[config.mk]
export PLATFORM = sky130hd
export DESIGN_NAME = muldiv_sequencer_flat
export DESIGN_NICKNAME = d
export VERILOG_FILES = /design/src/rtl/muldiv_sequencer_if.sv /design/src/rtl/muldiv_sequencer.sv /design/src/flat_wrapper.sv
export SDC_FILE = /design/constraint.sdc
export NUM_CORES = 1
export LEC_CHECK = 0
export ABC_AREA = 1
export CAP_MARGIN = 10
export CORE_ASPECT_RATIO = 1.4
export CORE_MARGIN = 2
export CORE_UTILIZATION = 45
export DETAILED_ROUTE_END_ITERATION = 10
export PLACE_DENSITY = 0.64
export SLEW_MARGIN = 20
export SYNTH_ARGS = -nofsm -noshare
export SYNTH_HDL_FRONTEND = slang
export SYNTH_SLANG_ARGS = --single-unit
export TNS_END_PERCENT = 50
[constraint.sdc]
create_clock -name clk -period 6 [get_ports clk]
set_input_delay 1.2 -clock clk [delete_from_list [all_inputs] [get_ports clk]]
set_output_delay 1.2 -clock clk [all_outputs]
set_load 0.02 [all_outputs]
[src/rtl/muldiv_sequencer_if.sv]
// Request/response bundle between the execute stage and the multi-cycle mul/div sequencer.
interface muldiv_sequencer_if #(
  parameter int unsigned WIDTH = 32
);
  logic             start;
  logic [3:0]       op;
  logic [WIDTH-1:0] a;
  logic [WIDTH-1:0] b;
  logic             flush;
  logic             busy;
  logic             done;
  logic [WIDTH-1:0] result;

  // Execute stage side: issues requests and stalls on busy.
  modport master (
    output start, op, a, b, flush,
    input  busy, done, result
  );

  // Sequencer side.
  modport slave (
    input  start, op, a, b, flush,
    output busy, done, result
  );
endinterface

[src/rtl/muldiv_sequencer.sv]
// Multi-cycle sequencer for mul/div/rem: shift-add multiply and restoring divide on
// operand magnitudes, followed by a single sign-correction cycle and a one-cycle done pulse.
module muldiv_sequencer #(
  parameter int unsigned WIDTH = 32,
  parameter int unsigned CNT_W = $clog2(WIDTH + 1)
) (
  input  logic               clk,
  input  logic               rst,
  muldiv_sequencer_if.slave  bus
);

  localparam logic [3:0] OpMul = 4'b1011;
  localparam logic [3:0] OpDiv = 4'b1100;
  localparam logic [3:0] OpRem = 4'b1101;

  localparam logic [WIDTH-1:0] MinVal = {1'b1, {(WIDTH-1){1'b0}}};

  typedef enum logic [1:0] {StIdle, StCalc, StFix, StDone} state_e;

  state_e           state_q, state_d;
  logic [CNT_W-1:0] cnt_q, cnt_d;
  logic [3:0]       op_q, op_d;
  logic             neg_q, neg_d;
  // acc holds the high product half (mul) or partial remainder (div); q holds the
  // multiplier/low product half (mul) or dividend/quotient (div); m is |b|.
  logic [WIDTH:0]   acc_q, acc_d;
  logic [WIDTH-1:0] q_q, q_d;
  logic [WIDTH-1:0] m_q, m_d;
  logic [WIDTH-1:0] result_q, result_d;

  logic             op_valid;
  logic             is_divrem;
  logic [WIDTH-1:0] mag_a, mag_b;
  logic [WIDTH:0]   mul_sum;
  logic [WIDTH:0]   rem_sh;
  logic [WIDTH+1:0] diff;
  logic [WIDTH-1:0] fix_sel;

  // Decode of the incoming request and per-iteration datapath terms.
  always_comb begin
    op_valid  = (bus.op == OpMul) || (bus.op == OpDiv) || (bus.op == OpRem);
    is_divrem = (bus.op == OpDiv) || (bus.op == OpRem);
    mag_a     = bus.a[WIDTH-1] ? (~bus.a + 1'b1) : bus.a;
    mag_b     = bus.b[WIDTH-1] ? (~bus.b + 1'b1) : bus.b;
    mul_sum   = q_q[0] ? (acc_q + {1'b0, m_q}) : acc_q;
    rem_sh    = {acc_q[WIDTH-1:0], q_q[WIDTH-1]};
    diff      = {1'b0, rem_sh} - {2'b00, m_q};
    fix_sel   = (op_q == OpRem) ? acc_q[WIDTH-1:0] : q_q;
  end

  // Next-state and datapath control.
  always_comb begin
    state_d  = state_q;
    cnt_d    = cnt_q;
    op_d     = op_q;
    neg_d    = neg_q;
    acc_d    = acc_q;
    q_d      = q_q;
    m_d      = m_q;
    result_d = result_q;

    unique case (state_q)
      StIdle: begin
        if (bus.start && !bus.flush && op_valid) begin
          op_d  = bus.op;
          neg_d = (bus.op == OpRem) ? bus.a[WIDTH-1] : (bus.a[WIDTH-1] ^ bus.b[WIDTH-1]);
          acc_d = '0;
          q_d   = mag_a;
          m_d   = mag_b;
          cnt_d = CNT_W'(WIDTH);
          if (is_divrem && (bus.b == '0)) begin
            result_d = (bus.op == OpDiv) ? '1 : bus.a;
            state_d  = StDone;
          end else if (is_divrem && (bus.a == MinVal) && (bus.b == '1)) begin
            result_d = (bus.op == OpDiv) ? bus.a : '0;
            state_d  = StDone;
          end else begin
            state_d = StCalc;
          end
        end
      end
      StCalc: begin
        if (bus.flush) begin
          state_d = StIdle;
        end else begin
          if (op_q == OpMul) begin
            acc_d = {1'b0, mul_sum[WIDTH:1]};
            q_d   = {mul_sum[0], q_q[WIDTH-1:1]};
          end else if (!diff[WIDTH+1]) begin
            acc_d = diff[WIDTH:0];
            q_d   = {q_q[WIDTH-2:0], 1'b1};
          end else begin
            acc_d = rem_sh;
            q_d   = {q_q[WIDTH-2:0], 1'b0};
          end
          cnt_d = cnt_q - CNT_W'(1);
          if (cnt_q == CNT_W'(1)) begin
            state_d = StFix;
          end
        end
      end
      StFix: begin
        if (bus.flush) begin
          state_d = StIdle;
        end else begin
          // Low WIDTH bits of the negated product equal the negated low half.
          result_d = neg_q ? (~fix_sel + 1'b1) : fix_sel;
          state_d  = StDone;
        end
      end
      StDone: begin
        state_d = StIdle;
      end
      default: begin
        state_d = StIdle;
      end
    endcase
  end

  // State and datapath registers.
  always_ff @(posedge clk or posedge rst) begin
    if (rst) begin
      state_q  <= StIdle;
      cnt_q    <= '0;
      op_q     <= '0;
      neg_q    <= 1'b0;
      acc_q    <= '0;
      q_q      <= '0;
      m_q      <= '0;
      result_q <= '0;
    end else begin
      state_q  <= state_d;
      cnt_q    <= cnt_d;
      op_q     <= op_d;
      neg_q    <= neg_d;
      acc_q    <= acc_d;
      q_q      <= q_d;
      m_q      <= m_d;
      result_q <= result_d;
    end
  end

  assign bus.busy   = (state_q != StIdle);
  assign bus.done   = (state_q == StDone);
  assign bus.result = result_q;

endmodule
[src/flat_wrapper.sv]
// flat-port wrapper written by rule: the top's interface ports become plain ports
module muldiv_sequencer_flat 
#(
  parameter int unsigned WIDTH = 32,
  parameter int unsigned CNT_W = $clog2(WIDTH + 1)
)
  (clk, rst, bus_start, bus_op, bus_a, bus_b, bus_flush, bus_busy, bus_done, bus_result);
  muldiv_sequencer_if #(.WIDTH(WIDTH)) bus_i ();
  input  logic clk;
  input  logic rst;
  input wire logic [$bits(bus_i.start)-1:0] bus_start;
  input wire logic [$bits(bus_i.op)-1:0] bus_op;
  input wire logic [$bits(bus_i.a)-1:0] bus_a;
  input wire logic [$bits(bus_i.b)-1:0] bus_b;
  input wire logic [$bits(bus_i.flush)-1:0] bus_flush;
  output wire logic [$bits(bus_i.busy)-1:0] bus_busy;
  output wire logic [$bits(bus_i.done)-1:0] bus_done;
  output wire logic [$bits(bus_i.result)-1:0] bus_result;
  assign bus_i.start = bus_start;
  assign bus_i.op = bus_op;
  assign bus_i.a = bus_a;
  assign bus_i.b = bus_b;
  assign bus_i.flush = bus_flush;
  assign bus_busy = bus_i.busy;
  assign bus_done = bus_i.done;
  assign bus_result = bus_i.result;
  muldiv_sequencer #(.WIDTH(WIDTH), .CNT_W(CNT_W)) u_core (.clk(clk), .rst(rst), .bus(bus_i));
endmodule
### Word level (Yosys, flattened, before mapping)

Cells that the tools add are included.

* word-level logic and storage cells: 85
* latch bits: 0
* RAM bits: 0
* register bits after elaboration: 142
* input bits: 72
* memories kept: 0
* ROM bits: 0

* equal/unequal tests: 16
* reduce and logical (&&, ||, !) cells: 18
* $lt $le $gt $ge: 0
* shift-type cells: 0
* divide/modulo/power cells: 0
* multiply operators: 0
* bitwise logic cells: 4
* multiplexer cells: 33
* add/sub/neg operators: 6

Operators by type and width (number)
* 32-bit 2-to-1 mux: 13
* 33-bit 2-to-1 mux: 5
* 32-bit case mux with 2 select lines: 2
* 32-bit by 1-bit adder with 32-bit output (second input constant): 3
* 32-bit NOT: 3
* 33-bit case mux with 2 select lines: 1
* 32-bit == test (second input constant): 2
* 33-bit by 32-bit subtractor with 34-bit output: 1
* 33-bit by 32-bit adder with 33-bit output: 1
* 32-bit logical NOT: 1
* 4-bit == test (second input constant): 5
* 2-bit 2-to-1 mux: 6
* 6-bit 2-to-1 mux: 2
* 6-bit case mux with 2 select lines: 1
* 2-bit case mux with 4 select lines: 1
* 6-bit by 1-bit == test with 1-bit output (second input constant): 1
* 2-bit nonzero test: 3
* 6-bit by 1-bit subtractor with 6-bit output (second input constant): 1
* 1-bit logical AND: 5
* 2-bit == test (second input constant): 2
* 2-bit inequality test (second input constant): 2
* 2-bit AND reduction: 2
* 4-bit AND reduction: 1
* 1-bit logical OR: 3
* 9 further kinds: 10

### Depth between registers and ports, before layout

* depth after elaboration: 8
* gate-level depth with buffers: 18

### Least setup slack after synthesis

Ideal clock, no wire load.

* path kind: input-to-reg
* start point: in bus_a[1]
* end point: reg u_core.q_q[30]
* cell stages on the path: 13
* buffers on the path: 0
* setup time: 0.126 ns
* setup slack: 3.205 ns
* data arrival time: 2.669 ns
* cells stage by stage: inv_1 -> ha_1 -> nand3_1 -> nor2_1 -> nand2_1 -> inv_1 -> nand2_1 -> nor2_1 -> nand2_1 -> o21ai_0 -> a21oi_1 -> o21ai_0 -> a21oi_1

* word-level cells in the longest chain between the ends: 5

Ends and longest elaborated chain
* from (decl): line flat_wrapper.sv:13 `input wire logic [$bits(bus_i.a)-1:0] bus_a;`
* 32-bit NOT: line muldiv_sequencer.sv:43 `mag_a = bus.a[WIDTH-1] ? (~bus.a + 1'b1) : bus.a;`
* 32-bit by 1-bit adder with 32-bit output: line muldiv_sequencer.sv:43
* 32-bit 2-to-1 mux: line muldiv_sequencer.sv:43
* 32-bit 2-to-1 mux: line muldiv_sequencer.sv:64 `if (bus.start && !bus.flush && op_valid) begin`
* 32-bit case mux with 2 select lines: line muldiv_sequencer.sv:62 `unique case (state_q)`
* to (signal assigned): line muldiv_sequencer.sv:137 `q_q <= q_d;`
* to (decl): line muldiv_sequencer.sv:27 `logic [WIDTH-1:0] q_q, q_d;`

Every way passes these cells. The select of a mux whose other input is x is not followed.
A chain may end at the register's enable or synchronous reset.

### Worst setup path in the final report

* start point: in bus_a[0]
* end point: reg u_core.result_q[29], in the netlist u_core.bus.result[29]

* word-level cells in the longest chain between the ends: 5

Ends and longest elaborated chain
* 32-bit == test: line muldiv_sequencer.sv:74 `end else if (is_divrem && (bus.a == MinVal) && (bus.b == '1)) begin`
* 1-bit logical AND (2 in series): line muldiv_sequencer.sv:74
* 3-bit by 1-bit inequality test with 1-bit output (no line)
* 4-bit AND reduction (no line)
* to (signal assigned): line muldiv_sequencer.sv:139 `result_q <= result_d;`
* to (decl): line muldiv_sequencer.sv:29 `logic [WIDTH-1:0] result_q, result_d;`

Every way passes these cells.

==> flow_metrics.env <==
export IMPL_drive_gt1_share_pct=3.94
export IMPL_finalCriticalPeriod_ps=4360
export IMPL_path_clk_slew_ps=60
export IMPL_insertion_delay_ps=450
export IMPL_relSlewSlack_pct=29.9
export IMPL_vias_per_cell=5.50
export IMPL_synth_cell_type_count=44
export IMPL_placed_cell_area_um2=16200
export IMPL_crit_fanout=34
export IMPL_cpMaxStageDelayCell="inv_1"
export IMPL_synth_seq_cells=142
export IMPL_cp_common_cell="nand3_1"
export IMPL_cts_sinks=142
export IMPL_initial_utilization_pct=45.8
export IMPL_synth_ff_type="dfrtp_1"
export IMPL_drt_total_wl_um=51700
export IMPL_hold_viol=0
export IMPL_synth_edff_count=0
export IMPL_syn_area_um2=14900
export IMPL_critPathCaptureType="flop"
export IMPL_ys_warn_count=0
export IMPL_cts_resized=0
export IMPL_syn_nets=2647
export IMPL_powerDensity_nw_per_um2=432
export IMPL_drv_cap=0
export IMPL_core_um2=32600
export IMPL_die_w_um=158
export IMPL_gp_congestion=1.00
export IMPL_drc_errors=0
export IMPL_timing_final_crit_share_pct=72.6
export IMPL_root_buffer="clkbuf_16"
export IMPL_syn_to_final_growth_pct=12.8
export IMPL_hold_path_class="flop to flop"
export IMPL_crit_path_start_kind="input pin"
export IMPL_grt_ovfl_total=0
export IMPL_fin_area_um2=16800
export IMPL_maxSlewViolCount=0
export IMPL_path_cells="clkdlybuf4s50_1, inv_1, ha_1, nand3_1, nor2_1, nand3_1, nor3_1, nand3_1, nand3_1, nand2_1, buf_4, inv_1, nor2_1, a21oi_1"
export IMPL_crit_path_max_incr_delay_ps=760
export IMPL_syn_inst=2503
export IMPL_antenna_found_initial=1
export IMPL_synthTopCellsByArea="dfrtp_1, nand2_1, nand3_1, a21oi_1, nor2_1"
export IMPL_totalPowerFinal_mw=7.27
export IMPL_finalSetupViolations=0
export IMPL_fp_row_count=78
export IMPL_dpl_hpwl_um=41200
export IMPL_nets=2692
export IMPL_grt_pass1_wl_um=81600
export IMPL_ir_worst_vdd_uv=212
export IMPL_clk_path_buf_depth=2
export IMPL_die_area_um2=34700
export IMPL_yosysTopAreaCell="dfrtp_1"
export IMPL_io_buffers=105
export IMPL_ctsHoldBuffers=0
export IMPL_max_freq_ghz=0.229
export IMPL_crit_arrival_ps=4720
export IMPL_avgSynthCellArea_um2=5.97
export IMPL_drt_initial_drc_count=1123
export IMPL_synth_seq_area_share_pct=23.8
export IMPL_worstMarginPinSlew_ps=1050
export IMPL_first_global_vias=15936
export IMPL_p_leak_nw=8.29
export IMPL_status="finished clean"
export IMPL_cts_buffers=17
export IMPL_htreeDepth=4
export IMPL_cts_tree="built"
export IMPL_drtPass1Iterations=5
export IMPL_die_h_um=220
export IMPL_postCtsSetupBuffers=0
export IMPL_gr_usage_all_layers_pct=30.3
export IMPL_rsz0062_at_grt="no"
export IMPL_vias=16517
export IMPL_wl_per_cell_um=17.2
export IMPL_num_antenna_cells=0
export IMPL_synthArstFlopShare_pct=100
export IMPL_fillers=3485
export IMPL_fin_skew_ps=11.7
export IMPL_final_util_pct=51.7
export IMPL_fin_setup_tns_ps=0
export IMPL_worstPathRequired_ps=6370
export IMPL_pin_count=106
export IMPL_ant_nets=0
export IMPL_path_class="input pin to flop"
export IMPL_yosysTopAreaCellShare_pct=23.8
export IMPL_grt_max_degree=60
[cells by family after synthesis]
kind of cell | count (synthesis) | synth area share (%)
xor+xnor | 42 | 2.46
buf+inv | 365 | 9.70
flops | 142 | 23.8
compound gates | 512 | 18.5
simple gates | 1353 | 38.3
fa+ha+maj | 89 | 7.27
[stage by stage]
stage / setup WS, ps / hold WS, ps / instances
floorplan: 990 / 440 / 2503
finish: 1640 / 477 / 3001
global placement: 1290 / 457 / 2969
detailed placement: 1180 / 465 / 2969
CTS: 1650 / 482 / 3001
global route: 1250 / 501 / 3001
[worst paths after layout]
path / start / end / slack, ps / cells past startpoint
max: bus_a[0] / u_core.bus.result[29]$_DFFE_PP0P_ / 1640 / 14
min: u_core.bus.result[8]$_DFFE_PP0P_ / u_core.bus.result[8]$_DFFE_PP0P_ / 480 / 2
max reg2reg: u_core.state_q[0]$_DFFE_PP0P_ / u_core.q_q[28]$_DFFE_PP0P_ / 1990 / 10
min reg2reg: u_core.bus.result[8]$_DFFE_PP0P_ / u_core.bus.result[8]$_DFFE_PP0P_ / 480 / 2
max in group asynchronous: rst / u_core.m_q[24]$_DFFE_PP0P_ / 3830 / 3
min in group asynchronous: rst / u_core.q_q[3]$_DFFE_PP0P_ / 1160 / 2
[layout by cell type, fill, tap and decap left out, drive strengths merged, types with 17 or more instances in the layout]
master,netlist,routed
o211ai,18,18
a31oi,18,18
xor2,30,30
nand3b,25,25
clkbuf,61,20
o21ai,225,225
ha,70,70
maj3,17,17
dfrtp,142,142
a21oi,220,220
nand2,734,734
nand3,234,234
nand4,24,24
clkdlybuf4s50,0,105
inv,269,274
nor3,41,41
nor2,285,285
[where the power goes]
| part | switching [mW] | internal [mW] |
|---|---|---|
| logic | 3.02 | 1.49 |
| registers | 0.379 | 1.27 |
| clock network | 0.477 | 0.646 |
[per-layer routing]
metal  up-vias  global-route usage, %  part of all wire (%)
met5         -                      0                 0.025
met4         2                   16.3                   5.4
met3       145                   3.70                   4.3
met2       510                   55.0                    50
met1      7527                   34.1                    41
li1       8333                      -                     -
[critical path: cells and delay by family]
kind                     cells  cell delay, ps
buffers and inverters        4            1610
AND/OR/NAND/NOR              8            1550
adder cells (fa/ha/maj)      1             200
AO/OA/AOI/OAI                1             160
[registers in the layout, indices dropped and copies added (netlist names)]
name,cells
u_core.acc_q,33
u_core.bus.result,32
u_core.cnt_q,6
u_core.m_q,32
u_core.neg_q,1
u_core.op_q,4
u_core.q_q,32
u_core.state_q,2
[cells in the mapped netlist, types with 24 or more instances]
cell type	n
nand2_1	722
nor2_1	274
inv_1	261
nand3_1	232
a21oi_1	220
o21ai_0	197
dfrtp_1	142
ha_1	70
clkbuf_1	61
nor3_1	40
xor2_1	30
nand3b_1	25
nand4_1	24
[cell type report]
type                            instances  area, um2  share of cell area, %
Clock buffer                           20        457                   2.71
Clock inverter                         12        149                  0.884
Inverter                              270       1020                   6.05
Multi-Input combinational cell       1996       9940                   59.0
Sequential cell                       142       3550                   21.1
Tap cell                              440        551                   3.27
Timing Repair Buffer                  121       1170                   6.95
Note: power is estimated with default switching activity, not from simulation.
==> RTL change (same flow settings) <==
Encoding of `state_e`: now Gray code (2 bits for 4 states).
--- a/src/rtl/muldiv_sequencer.sv
+++ b/src/rtl/muldiv_sequencer.sv
@@ -15,7 +15,7 @@
 
   localparam logic [WIDTH-1:0] MinVal = {1'b1, {(WIDTH-1){1'b0}}};
 
-  typedef enum logic [1:0] {StIdle, StCalc, StFix, StDone} state_e;
+  typedef enum logic [1:0] {StIdle = 2'b00, StCalc = 2'b01, StFix = 2'b11, StDone = 2'b10} state_e;
 
   state_e           state_q, state_d;
   logic [CNT_W-1:0] cnt_q, cnt_d;
Formal check against the unedited RTL: same outputs for any inputs over 4 cycles, from zero or initial values and one cycle with rst high; so few cycles prove little.
==> RTL change against the original RTL <==
Largest power group unchanged; sequential power grew 11%; via count grew 0.84%; count of clock-buffer cells in the layout grew 2; sequential cell count is the same; area after synthesis grew 0.13%; power grew 20%; cell count is essentially flat; critical path depth is the same; wire length grew 1.9%; worst setup slack gained 260 ps; final area is essentially flat; clock skew grew 0.69 ps; sequential share of layout area is essentially flat; critical path type unchanged.
==> RTL change: results (changes against the original RTL) <==
Route
  – Vias: 16660 (+0.84%)
  – Iteration count of the initial detailed-routing pass: 7 (+2)
  – Routed WL: 52660 µm (+1.9%)

STA
  – Hold Slack: 474.9 ps (-1.839 ps)
  – Setup ws final: 1899 ps (+256.8 ps)
  – Relative slew slack: 0.2595 (-0.04000)
  – Layout Skew: 12.37 ps (+0.6914 ps)

Pwr
  – Sw Pwr: 4.822 mW (+25%)
  – Peak supply drop: 0.2506 mV (+18%)
  – Comb power: 5.86 mW (+30%)
  – Gate power share: 0.671 (+0.052)
  – Leak Pwr: 8.154 nW (-1.6%)

Global routing
  – Vias in the first global route: 16150 (+1.3%)
  – Largest net degree at the start of global routing: 108 (+80%)
  – Total track usage: 0.3090 (+0.006513)
  – Initial antenna violation count: 0 (-1)
  – First-pass GRT wire length: 83360 µm (+2.2%)

Placement
  – Routability cong.: 0.9755 (-2.7%)
  – Area after DPL: 16250 µm² (about the same)
  – Worst slack at placement: 1425 ps (+241.8 ps)
  – Detail Placement HPWL: 41470 µm (+0.70%)

Critical path
  – Reg2Reg Setup Slack: 2420 ps (+430 ps)
  – CP max-delay cell: inv_2
  – RR Endpoint: u_core.acc_q[0]
  – Worst Setup SP: bus_b[0]
  – R2R cell count: 17 (+7)
  – CP endpoint: u_core.bus.result[7]
  – Largest stage delay, worst path: 560 ps (-200 ps)
  – Largest delay share family, worst path: simple AND/OR/NAND/NOR gates
  – Crit path max fanout: 35 (+2.9%)

Yosys
  – Post-Synth XOR/XNOR Area: 0.02284 (-0.001788)
  – Synth cell count leaders: nand2_1, nor2_1, inv_1, nand3_1, a21oi_1
  – Seq/Total Area, Yosys: 0.2376 (-0.0002986)
  – Mapped Avg Cell Area: 5.993 µm² (+0.45%)
  – Adder-Cell Fraction of Synth Area: 0.06125 (-0.01147)
  – Area contributors post-synth: dfrtp_1, nand2_1, nand3_1
  – Cell variety after synth: 48 (+9.1%)
  – Syn Nets: 2639 (-0.30%)
  – Synth Area in Compound Gates: 0.2010 (+0.01634)

Cells and area
  – Clock-cell share: 0.03293 (-0.003023)
  – Filler cell count: 3530 (+1.3%)
  – Area growth syn-to-layout: 12.58%
  – Logic inverters: 264 (-2.2%)
  – # clk buffers: 22 (+10%)
  – Comb_multi_in: 1992 (-0.20%)
  – Buffers excl. clock: 124 (+2.5%)
  – Non-clk buf share: 0.07210 (+0.002574)
  – Share of cells above drive strength 1: 0.04777 (+0.008330)
  – Final cell count without fillers: 2999 (-0.067%)
  – Sequential fraction of total cell area: 0.2111 (about the same)
  – Final nets: 2685 (-0.26%)

Floorplan
  – Total die area: 34720 µm² (+0.12%)

Clocking
  – CTS max path bufs: 2 (unchanged)

Worst hold path
  – Worst hold-check path type: register to register
  – Hold Startpoint: u_core.bus.result[13]
  – WHS Endpoint: u_core.bus.result[13]

Run status
  – Outcome: finished clean
-- RTL change: cell types whose count changed in the layout (fill, tap and decap cells not counted), moves of 12 or more --
cell,delta
nand2_1,-41
maj3_1,-17
o21ai_0,+16
nand4_1,+12
nand3_1,+15
-- RTL change: metal layers --
metal	vias to the layer above	track usage	wire length, µm
li1	8368	-	-
met1	7654	0.3507	21030
met2	511	0.5593	26350
met3	123	0.03599	2442
met4	0	0.1682	2844
met5	-	0	0
-- RTL change: kinds of logic after synthesis --
logic type	after synthesis
AO/OA/AOI/OAI	549
XOR/XNOR	39
adder cells (fa/ha/maj)	72
buffers and inverters	361
flip-flops	142
AND/OR/NAND/NOR	1332
-- RTL change: tightest hold or removal path, cell delays in order, from the launching register on --
cell and delay [ps]:
dfrtp_1 340, nand2_1 50, nand2_1 50
